### src/rtl/track_scroller.sv
// -----------------------------------------------------------------------------
// track_scroller
//
// Generates and scrolls the three-lane platform track for the gravity runner.
// Each lane is a shift register of NSEG segment bits. Bit 0 is the leftmost
// on-screen segment. The track advances one pixel per clk while run is high.
// Every SEG_W pixels a segment shift occurs: all lanes move one segment
// toward bit 0, and a fresh column from a 16-bit Fibonacci LFSR enters at
// bit NSEG-1.
//
// Parameters:
//   SEG_W    : segment width in pixels. NSEG*SEG_W must be >= 640+SEG_W.
//   NSEG     : segments held per lane.
//   PLAYER_X : screen x of the player's bottom-left corner.
//   SEED     : LFSR reset value. A value of 0 is replaced by 16'hACE1.
//
// Ports:
//   clk        : game tick clock.
//   reset      : synchronous, active-low reset.
//   run        : 1 = scroll and generate; 0 = all track state held.
//   draw_x     : renderer pixel column. Valid range is 0..639.
//   draw_lane  : lane queried (0 = y120, 1 = y240, 2 = y360; 3 is invalid).
//   lines      : registered; bit k = lane k solid at PLAYER_X.
//   draw_on    : registered; lane draw_lane solid at draw_x.
//                Forced to 0 for draw_lane==3 or draw_x>=640.
//   scroll_off : pixel offset within the leftmost segment.
//   seg_count  : segments scrolled since reset, saturating at 16'hFFFF.
//
// Optional feature (macro TRACK_SAFE_COLUMN_EN):
//   When defined, an all-gap generated column gets lane1 forced solid.
//   The LFSR sequence is not affected.
// -----------------------------------------------------------------------------
module track_scroller #(
  parameter int          SEG_W    = 40,
  parameter int          NSEG     = 17,
  parameter int          PLAYER_X = 80,
  parameter logic [15:0] SEED     = 16'hACE1
) (
  input  logic        clk,
  input  logic        reset,
  input  logic        run,
  input  logic [9:0]  draw_x,
  input  logic [1:0]  draw_lane,
  output logic [2:0]  lines,
  output logic        draw_on,
  output logic [5:0]  scroll_off,
  output logic [15:0] seg_count
);

  localparam logic [15:0] SEED_EFF = (SEED == 16'h0000) ? 16'hACE1 : SEED;
  localparam logic [5:0]  OFF_MAX  = 6'(SEG_W - 1);
  localparam int          IDX_W    = $clog2(NSEG);
  localparam logic [10:0] SCREEN_W = 11'd640;

  // Track state
  logic [NSEG-1:0] lane0;
  logic [NSEG-1:0] lane1;
  logic [NSEG-1:0] lane2;
  logic [5:0]      offset;
  logic [15:0]     lfsr;

  // Next LFSR state: taps 16,14,13,11, shifting toward the MSB.
  function automatic logic [15:0] lfsr_next(input logic [15:0] l);
    logic fb;
    fb = l[15] ^ l[13] ^ l[12] ^ l[10];
    return {l[14:0], fb};
  endfunction

  // Saturating 16-bit increment for the segment counter.
  function automatic logic [15:0] sat_inc(input logic [15:0] v);
    return (v == 16'hFFFF) ? v : v + 16'd1;
  endfunction

  // Division of an 11-bit pixel sum by the constant SEG_W.
  // This is built as a comparator chain against segment boundaries.
  function automatic logic [IDX_W-1:0] seg_index(input logic [10:0] sum);
    logic [IDX_W-1:0] idx;
    idx = '0;
    for (int i = 1; i < NSEG; i++) begin
      if (sum >= 11'(i * SEG_W)) idx = IDX_W'(i);
    end
    return idx;
  endfunction

  // Column generation: taken from the LFSR value before it advances.
  logic [2:0] raw_col;
  logic [2:0] new_col;
  logic       seg_shift;

  assign raw_col   = {lfsr[9], lfsr[5], lfsr[1]};
  assign seg_shift = run && (offset == OFF_MAX);

`ifdef TRACK_SAFE_COLUMN_EN
  // An all-gap column would be unsurvivable, so the middle lane is patched in.
  assign new_col = (raw_col == 3'b000) ? 3'b010 : raw_col;
`else
  assign new_col = raw_col;
`endif

  // ---- stage p0: index computation for player sample and renderer query ----
  logic [10:0]      sum_play_p0;
  logic [10:0]      sum_draw_p0;
  logic [IDX_W-1:0] idx_play_p0;
  logic [IDX_W-1:0] idx_draw_p0;
  logic             draw_valid_p0;
  logic             draw_bit_p0;
  logic [2:0]       lines_p0;

  assign sum_play_p0   = 11'(PLAYER_X) + {5'd0, offset};
  assign sum_draw_p0   = {1'b0, draw_x} + {5'd0, offset};
  assign idx_play_p0   = seg_index(sum_play_p0);
  assign idx_draw_p0   = seg_index(sum_draw_p0);
  assign draw_valid_p0 = (draw_lane != 2'd3) && ({1'b0, draw_x} < SCREEN_W);
  assign lines_p0      = {lane2[idx_play_p0], lane1[idx_play_p0], lane0[idx_play_p0]};

  always_comb begin
    draw_bit_p0 = 1'b0;
    case (draw_lane)
      2'd0:    draw_bit_p0 = lane0[idx_draw_p0];
      2'd1:    draw_bit_p0 = lane1[idx_draw_p0];
      2'd2:    draw_bit_p0 = lane2[idx_draw_p0];
      default: draw_bit_p0 = 1'b0;
    endcase
  end

  // ---- stage p1: registered state and outputs ----
  // Reset dominates run, so a shift pending in the same cycle is discarded.
  always_ff @(posedge clk) begin
    if (!reset) begin
      lane0     <= '0;
      lane1     <= '1;
      lane2     <= '1;
      offset    <= '0;
      lfsr      <= SEED_EFF;
      seg_count <= '0;
      lines     <= 3'b110;
      draw_on   <= 1'b0;
    end else begin
      if (run) begin
        if (seg_shift) begin
          offset    <= '0;
          lane0     <= {new_col[0], lane0[NSEG-1:1]};
          lane1     <= {new_col[1], lane1[NSEG-1:1]};
          lane2     <= {new_col[2], lane2[NSEG-1:1]};
          lfsr      <= lfsr_next(lfsr);
          seg_count <= sat_inc(seg_count);
        end else begin
          offset <= offset + 6'd1;
        end
      end
      // The outputs keep sampling even while frozen, so the renderer still works.
      lines   <= lines_p0;
      draw_on <= draw_valid_p0 & draw_bit_p0;
    end
  end

  assign scroll_off = offset;

endmodule

### config.mk
export PLATFORM = sky130hd
export DESIGN_NAME = track_scroller
export DESIGN_NICKNAME = d
export VERILOG_FILES = /design/src/rtl/track_scroller.sv
export SDC_FILE = /design/constraint.sdc
export NUM_CORES = 1
export LEC_CHECK = 0
export CAP_MARGIN = 40
export CORE_UTILIZATION = 30
export CTS_CLUSTER_SIZE = 16
export DETAILED_ROUTE_END_ITERATION = 10
export PLACE_DENSITY = 0.52
export SYNTH_ARGS = -nofsm -noshare
export SYNTH_HDL_FRONTEND = slang
export SYNTH_SLANG_ARGS = --single-unit
### constraint.sdc
create_clock -name clk -period 5.74 [get_ports clk]
set_input_delay 1.148 -clock clk [delete_from_list [all_inputs] [get_ports clk]]
set_output_delay 1.148 -clock clk [all_outputs]
set_load 0.02 [all_outputs]
==> results of run 1 <==
==> worst max-delay path: stages <==
cell and delay [ps]:
clkdlybuf4s50_1 410, ha_1 250, fa_1 470, a211oi_2 320, nor2_1 180, a21oi_1 230
or2_0 480, o311ai_0 240, a21boi_1 340, o211a_2 370, nor2_8 100, or3b_1 390
a32oi_1 180, o221ai_1 130, o211ai_1 100
==> layer usage <==
| metal | track usage [%] | share of wire [%] | wire length (um) | up-vias |
|---|---|---|---|---|
| met3 | 3.065 | 3.5 | 426 | 17 |
| met2 | 22.22 | 43 | 5292 | 84 |
| li1 | - | - | - | 2275 |
| met4 | 4.598 | 1.8 | 217 | 0 |
| met1 | 19.87 | 51 | 6285 | 2126 |
| met5 | 0 | 0 | 0 | - |
==> power groups by stage <==
stage / sequential, W / clock (W) / combinational, W
floorplan: 0.000616 / 0 / 0.000115
global placement: 0.000615 / 0 / 0.000155
detailed placement: 0.000615 / 0 / 0.000156
CTS: 0.000602 / 0.000546 / 0.000157
global route: 0.000601 / 0.000573 / 0.000174
finish: 0.000602 / 0.000529 / 0.000158
==> sequential cells by signal, summed over array words and instances (netlist names) <==
name and cells:
draw_on 1, lane0 16, lane1 16, lane2 16, lfsr 12, lines 3, scroll_off 6, seg_count 16
==> final timing paths <==
path | startpoint | end | slack (ps)
min reg2reg | lfsr[5] | lfsr[6] | 470
max | draw_x[0] | draw_on | 660
max reg2reg | scroll_off[5] | draw_on | 1480
min | lfsr[5] | lfsr[6] | 470
==> cells by family after synthesis <==
group	share of synthesized area (%)
muxes	5.859
xor gates and xnor gates	5.420
buffers and inverters	4.468
AOI/OAI and AO/OA	17.58
adders and majority gates	3.784
DFF	33.59
and+or+nand+nor	29.30
==> layout make-up <==
type	count	area share, %
Multi-Input combinational cell	501	53.60
Sequential cell	86	29.02
Timing Repair Buffer	49	7.804
Tap cell	220	4.640
Clock buffer	15	4.345
Inverter	8	0.5062
Clock inverter	1	0.08437
==> through the flow <==
stage	worst slack, ps	util [%]	hold WS [ps]	total power, W	instance area [um2]
final	655.9	35.64	466.3	0.001288	5932
after global routing	380.3	35.64	490.0	0.001348	5932
after CTS	720.9	35.64	467.4	0.001305	5932
after detailed placement	382.1	34.07	454.0	0.0007706	5669
after global placement	450.9	34.07	448.4	0.0007695	5669
after floorplan	1290	-	440.4	0.0007315	5125
==> cell usage in the layout (no fill, tap or decap), types with 3 or more instances in the layout <==
cell,netlist,routed
a21boi_0,23,23
clkbuf_16,0,9
buf_4,1,9
mux2_2,3,3
nand4_1,10,10
and2_1,17,17
o221ai_1,3,3
nand3_1,47,47
nor2b_1,6,6
dfxtp_1,86,86
or4_4,3,3
nor2_1,23,23
xnor2_1,21,21
o31ai_1,4,4
a21o_1,3,3
clkdlybuf4s50_1,0,39
or3_1,3,3
mux2i_1,24,24
a31oi_1,5,5
and3_1,4,4
o211ai_1,12,12
ha_1,13,13
inv_1,8,8
and4_1,5,5
nand2b_1,4,4
nand2_1,154,154
nor3_1,12,12
xor2_1,7,7
o21ai_0,18,18
a211oi_1,5,5
a21oi_1,11,11
clkbuf_1,24,5
o21a_1,4,4
nand3b_1,3,3
==> results_dict.tcl, run 1 <==
set metrics [dict create \
    status "completed" \
    rsz0062_at_grt "false" \
    reg2regPathDepth 13 \
    synth_cell_type_count 81 \
    async_reset_ff_share_pct 0 \
    cts_max_path_buffers 2 \
    grt_pass1_wl_mm 20.77 \
    synthFlopType "dfxtp_1" \
    ctsResizeCount 0 \
    gp_congestion 0.8351 \
    netlist_top_cells_count "154 x nand2_1, 86 x dfxtp_1, 47 x nand3_1" \
    cts_hold_buf 0 \
    clock_latency_ps 340 \
    critPathCaptureType "flip-flop" \
    place_hpwl_mm 8.451 \
    synth_top_area_share_pct 33.59 \
    clkTransAtPathRegs_ps 60 \
    worst-setup-path-type "primary input to flip-flop" \
    cts_num_sinks 86 \
    die_w_um 132.7 \
    synth_top_cell_by_area "dfxtp_1" \
    drv_cap 0 \
    yosysSeqAreaShare_pct 33.59 \
    setup_viol 0 \
    syn_inst 636 \
    antenna_cells 0 \
    grt_pass1_vias 4124 \
    num_rows 47 \
    vias 4502 \
    synthesis.area_um2 5125 \
    drc 0 \
    tritoncts "yes" \
    grtUsageTotal_pct 14.39 \
    skew_ps 5.100 \
    crit_required_ps 6010 \
    drive_gt1_share_pct 7.424 \
    fmax_mhz 196.7 \
    p_int_w 0.0009678 \
    root_buffer "clkbuf_16" \
    cp-start-kind "primary input" \
    gr-total-overflow 0 \
    instances_no_fill 880 \
    place_inst 864 \
    initialDrtViolationCount 232 \
    whs_path_depth 2 \
    htree_levels 3 \
    cts_setup_buffers 0 \
    swShare_pct 24.89 \
    port_buffers 40 \
    p_comb_share_pct 12.2 \
    seq_area_um2 1722 \
    fin_setup_tns_ps 0 \
    cts_buffers 9 \
    slew_violations 0 \
    antenna_found_initial 0 \
    peakVddDrop_uv 138.8 \
    power_switching_w 0.0003207 \
    fin_crit_sh_pct 88.57 \
    grt_max_degree 86 \
    synth_fp_nets 665 \
    ios 41 \
    die_h_um 132.7 \
    p_leak_nw 2.284 \
    ys_warn_count 0 \
    arrival_ps 5350 \
    power.density_nw_per_um2 217.2 \
    multi_input_area_um2 3179 \
    path_max_fanout 13 \
    postSynthAreaPerCell_um2 8.058 \
    tightest_slew_ps 957.2 \
    nFillCells 1722 \
    p_seq_share_pct 46.7 \
    synth.area.top_cells "dfxtp_1 34%, nand2_1 11%, mux2i_1 4.7%" \
    fin_nets 684 \
    max-slew-margin-rel_pct 35.73 \
    hold_viol 0 \
    dieArea_um2 17610 \
    start_util_pct 30.79 \
    period_minus_slack_ps 5084 \
    finalWirelength_mm 12.22 \
    p_clk_share_pct 41.1 \
    core_area_um2 16640 \
    avgRoutedWirePerCell_um 13.89 \
    synthMostInstantiatedCell "nand2_1" \
    synth_edf_count 0 \
    vias_per_cell 5.116 \
    hold_class "flip-flop to flip-flop" \
    postRouteAntennaNets 0 \
    firstDrtPassIters 4 \
    ys_seq_elements 86 \
    syn_to_final_growth_pct 15.75 \
]
No activity file was read; power rests on OpenSTA's default activity.
==> inputs of run 2 (changes only) <==
--- a/config.mk
+++ b/config.mk
@@ -6,10 +6,10 @@
 export NUM_CORES = 1
 export LEC_CHECK = 0
 export CAP_MARGIN = 40
-export CORE_UTILIZATION = 30
+export CORE_UTILIZATION = 40
 export CTS_CLUSTER_SIZE = 16
 export DETAILED_ROUTE_END_ITERATION = 10
-export PLACE_DENSITY = 0.52
+export PLACE_DENSITY = 0.63
 export SYNTH_ARGS = -nofsm -noshare
 export SYNTH_HDL_FRONTEND = slang
 export SYNTH_SLANG_ARGS = --single-unit
==> results_dict.tcl, run 2 (synthesis gave the netlist of run 1 again) <==
set metrics [dict create \
    status "completed" \
    antenna_cells 0 \
    cts_num_sinks 86 \
    peakVddDrop_uv 156.6 \
    port_buffers 40 \
    gp_congestion 0.8733 \
    gr-total-overflow 0 \
    skew_ps 4.889 \
    cts_max_path_buffers 2 \
    vias 4494 \
    path_delay_family "compound AO/OA/AOI/OAI gates" \
    fin_setup_tns_ps 0 \
    critPathCaptureType "flip-flop" \
    drv_cap 0 \
    slowest_stage "xor2_1" \
    timing.critical_path.mode_cell "a21oi_1" \
    path_max_fanout 16 \
    vias_per_cell 5.434 \
    path_buf_inv 1 \
    max-slew-margin-rel_pct 51.08 \
    worstPathCellList "clkdlybuf4s50_1 > ha_1 > a21o_1 > a21oi_1 > o2bb2ai_2 > xor2_1 > a21oi_1 > or4_4 > nand3_4 > mux2_2 > nor2_1 > a31oi_1 > a211oi_1 > o211ai_1" \
    finalWirelength_mm 11.70 \
    start_util_pct 41.80 \
    htree_levels 3 \
    fin_nets 684 \
    final_util_pct 48.19 \
    drive_gt1_share_pct 7.739 \
    cts_setup_buffers 0 \
    tritoncts "yes" \
    setup_viol 0 \
    cts_buffers 9 \
    num_rows 40 \
    arrival_ps 5230 \
    core_area_um2 12260 \
    grt_pass1_vias 4278 \
    grt_pass1_wl_mm 20.23 \
    period_minus_slack_ps 5015 \
    slew_violations 0 \
    root_buffer "clkbuf_16" \
    final_common_cell "nand2_1" \
    ios 41 \
    tightest_slew_ps 733.7 \
    p_total_w 0.001360 \
    postRouteAntennaNets 0 \
    antenna_found_initial 0 \
    crit_required_ps 5950 \
    fin_crit_sh_pct 87.37 \
    grtUsageTotal_pct 18.87 \
    p_leak_nw 2.302 \
    clock_latency_ps 340 \
    finalInstanceArea_um2 5909 \
    grt_max_degree 85 \
    die_h_um 115.2 \
    place_hpwl_mm 8.160 \
    ctsResizeCount 0 \
    fmax_mhz 199.4 \
    dieArea_um2 13270 \
    nFillCells 1207 \
    initialDrtViolationCount 308 \
    cp-start-kind "primary input" \
    crit_path_max_incr_delay_ps 600 \
    clkTransAtPathRegs_ps 60 \
    cts_hold_buf 0 \
    final_cell_mix "154 x nand2_1, 86 x dfxtp_1, 47 x nand3_1" \
    firstDrtPassIters 5 \
    worst-setup-path-type "primary input to flip-flop" \
    hold_class "flip-flop to flip-flop" \
    rsz0062_at_grt "false" \
    hold_viol 0 \
    placed_area_um2 5604 \
    syn_to_final_growth_pct 15.31 \
    avgRoutedWirePerCell_um 14.15 \
    drc 0 \
    die_w_um 115.2 \
    power.density_nw_per_um2 230.2 \
]
-- run 2: changes by cell type in the layout (fill, tap and decap cells not counted), sizes merged --
cell      previous run  this run
bufinv               0         2
clkinvlp             0         1
clkbuf              15        11
-- run 2: worst register-to-register path, stage by stage, from the launching register on --
cell	delay, ps
dfxtp_1	470
ha_1	310
a21o_1	220
a21oi_1	440
o2bb2ai_2	170
xor2_1	600
a21oi_1	140
or4_4	540
nand3_4	220
mux2_2	360
nor2_1	90
a31oi_1	50
a211oi_1	330
o211ai_1	140
-- run 2: report_power, final --
group / switching, W / internal, W
Clock: 0.000225 / 0.000378
Sequential: 0.00000291 / 0.000599
Combinational: 0.0000918 / 0.0000637
Total: 0.000320 / 0.00104
-- run 2: final timing paths --
kind,slack (ps),from,end,cells past startpoint
setup / recovery,720,draw_x[1],draw_on,14
hold / removal,460,lfsr[9],lfsr[9],2
setup reg to reg,1550,scroll_off[1],draw_on,13
hold reg to reg,460,lfsr[9],lfsr[9],2
-- run 2: routing by layer --
metal,GRT usage [%],share of wire [%]
met1,24.44,48
met2,31.97,47
met3,3.637,4.3
met4,5.195,0.85
met5,0,0
-- run 2: cell type report --
class / instances / area [um2] / area share, %
flip-flops and latches: 86 / 1722 / 29.13
inverters: 8 / 30.03 / 0.5082
repair buffers: 49 / 462.9 / 7.834
clock buffers: 11 / 232.7 / 3.938
multi-input cells: 501 / 3179 / 53.80
well taps: 168 / 210.2 / 3.557
clock inverters: 4 / 72.57 / 1.228
-- run 2: metrics by stage --
| step | hold slack, ps | worst slack [ps] | std cells |
|---|---|---|---|
| 3_5_place_dp | 455.5 | 401.0 | 812 |
| 4_1_cts | 467.6 | 737.0 | 827 |
| 6_report | 463.8 | 724.7 | 827 |
| 3_3_place_gp | 448.2 | 426.8 | 811 |
| 5_1_grt | 498.0 | 369.3 | 827 |
| 2_1_floorplan | 440.4 | 1290 | 636 |
==> inputs of run 3 (changes only) <==
--- a/config.mk
+++ b/config.mk
@@ -13,3 +13,4 @@
 export SYNTH_ARGS = -nofsm -noshare
 export SYNTH_HDL_FRONTEND = slang
 export SYNTH_SLANG_ARGS = --single-unit
+export TNS_END_PERCENT = 5
==> constraint.sdc (replaced) <==
create_clock -name clk -period 5.74 [get_ports clk]
set_input_delay 1.722 -clock clk [delete_from_list [all_inputs] [get_ports clk]]
set_output_delay 1.722 -clock clk [all_outputs]
set_load 0.02 [all_outputs]
==> results_dict.tcl, run 3 (synthesis gave the netlist of run 1 again) <==
set metrics [dict create \
    hp-start "lfsr[9]" \
    tritoncts "yes" \
    worstPathCellList "clkdlybuf4s50_1 > ha_1 > fa_1 > a211oi_2 > nor2_1 > a21oi_1 > or2_0 > o311ai_0 > a21boi_1 > o211a_2 > nor2_8 > or3b_1 > a32oi_1 > o221ai_1 > o211ai_1" \
    grt_pass1_vias 4138 \
    reg2reg_to "draw_on" \
    crit_cells 15 \
    status "completed" \
    peakVddDrop_uv 187.5 \
    cts_max_path_buffers 2 \
    drive_gt1_share_pct 9.673 \
    root_buffer "clkbuf_16" \
    skew_ps 5.153 \
    crit_path_max_incr_delay_ps 480 \
    path_delay_family "compound AO/OA/AOI/OAI gates" \
    reg2regPathDepth 13 \
    avgRoutedWirePerCell_um 13.90 \
    cts_num_sinks 86 \
    die_h_um 115.2 \
    place_inst 825 \
    slew_violations 0 \
    critPathCaptureType "flip-flop" \
    grt_pass1_wl_mm 19.97 \
    setup_viol 0 \
    power.density_nw_per_um2 222.6 \
    r2r_slack_ps 1730 \
    clkTransAtPathRegs_ps 60 \
    ctsResizeCount 0 \
    clock_latency_ps 340 \
    worst-setup-path-type "primary input to flip-flop" \
    max-slew-margin-rel_pct 45.18 \
    place_ws_ps 50.85 \
    instances_no_fill 840 \
    antenna_found_initial 0 \
    fin_nets 697 \
    final_common_cell "nand2_1" \
    path_buf_inv 1 \
    path_max_fanout 13 \
    cp-start-kind "primary input" \
    hold_class "flip-flop to flip-flop" \
    arrival_ps 5680 \
    slowest_stage "or2_0" \
    finalWirelength_mm 11.68 \
    rsz0062_at_grt "false" \
    drc 0 \
    final_cell_mix "154 x nand2_1, 86 x dfxtp_1, 47 x nand3_1" \
    ios 41 \
    tightest_slew_ps 820.2 \
    antenna_cells 0 \
    firstDrtPassIters 5 \
    vias 4488 \
    crit_start "draw_x[0]" \
    num_rows 40 \
    gp_congestion 0.8742 \
    grtUsageTotal_pct 18.72 \
    syn_to_final_growth_pct 16.92 \
    cts_setup_buffers 0 \
    drv_cap 0 \
    period_minus_slack_ps 5420 \
    start_util_pct 41.80 \
    crit_required_ps 6000 \
    hold_viol 0 \
    p_total_w 0.001334 \
    die_w_um 115.2 \
    htree_levels 3 \
    setup_ws_ps 320.2 \
    final_util_pct 48.87 \
    core_area_um2 12260 \
    cts_buffers 9 \
    crit_path_end "draw_on" \
    fmax_mhz 184.5 \
    p_leak_nw 2.359 \
    gr-total-overflow 0 \
    vias_per_cell 5.343 \
    port_buffers 40 \
    fin_crit_sh_pct 94.42 \
    postRouteAntennaNets 0 \
    dieArea_um2 13270 \
    reg2reg_from "scroll_off[4]" \
    initialDrtViolationCount 299 \
    fin_setup_tns_ps 0 \
    cts_hold_buf 0 \
    place_hpwl_mm 8.206 \
    nFillCells 1229 \
    grt_max_degree 85 \
]
[run 3: cell types whose count changed in the layout (fill, tap and decap cells not counted)]
cell,before,now
buf_4,9,22
bufinv_16,2,1
clkbuf_1,2,1
clkbuf_8,0,1
clkinv_2,1,2
[run 3: final cells by class]
class | instances | area [um2] | share of cell area [%]
Inverter | 8 | 30.03 | 0.5011
Sequential cell | 86 | 1722 | 28.73
Clock inverter | 4 | 47.55 | 0.7935
Timing Repair Buffer | 62 | 560.5 | 9.355
Clock buffer | 11 | 242.7 | 4.051
Multi-Input combinational cell | 501 | 3179 | 53.06
Tap cell | 168 | 210.2 | 3.508
[run 3: worst min-delay path: cells and delay by family (launching register included)]
kind / cells / cell delay, ps
flops: 1 / 310
compound gates: 1 / 60
simple gates: 1 / 40
[run 3: report_power, final]
group | leakage (nW) | internal [W] | switching (W)
Sequential | 0.695 | 0.000599 | 0.00000273
Combinational | 1.52 | 0.0000683 | 0.0000938
Clock | 0.141 | 0.000345 | 0.000225
Total | 2.36 | 0.00101 | 0.000322
[run 3: routing by layer]
layer	global-route usage, %	wire [um]
met5	0	0
met4	4.762	83
met3	3.795	462
met2	30.08	5341
met1	25.59	5790
[run 3: worst min-delay path by stage]
stage / endpoint / cells past startpoint
3_3_place_gp: lfsr[1] / 2
6_report: lfsr[9] / 2
4_1_cts: lfsr[9] / 2
2_1_floorplan: lfsr[10] / 2
3_5_place_dp: lfsr[5] / 2
5_1_grt: lfsr[10] / 2
[run 3: through the flow]
stage                     hold slack (ps)  area (um2)
final                               462.8        5992
after global routing                487.8        5992
after CTS                           467.7        5992
after global placement              450.9        5702
after detailed placement            454.5        5702
after floorplan                     440.4        5125
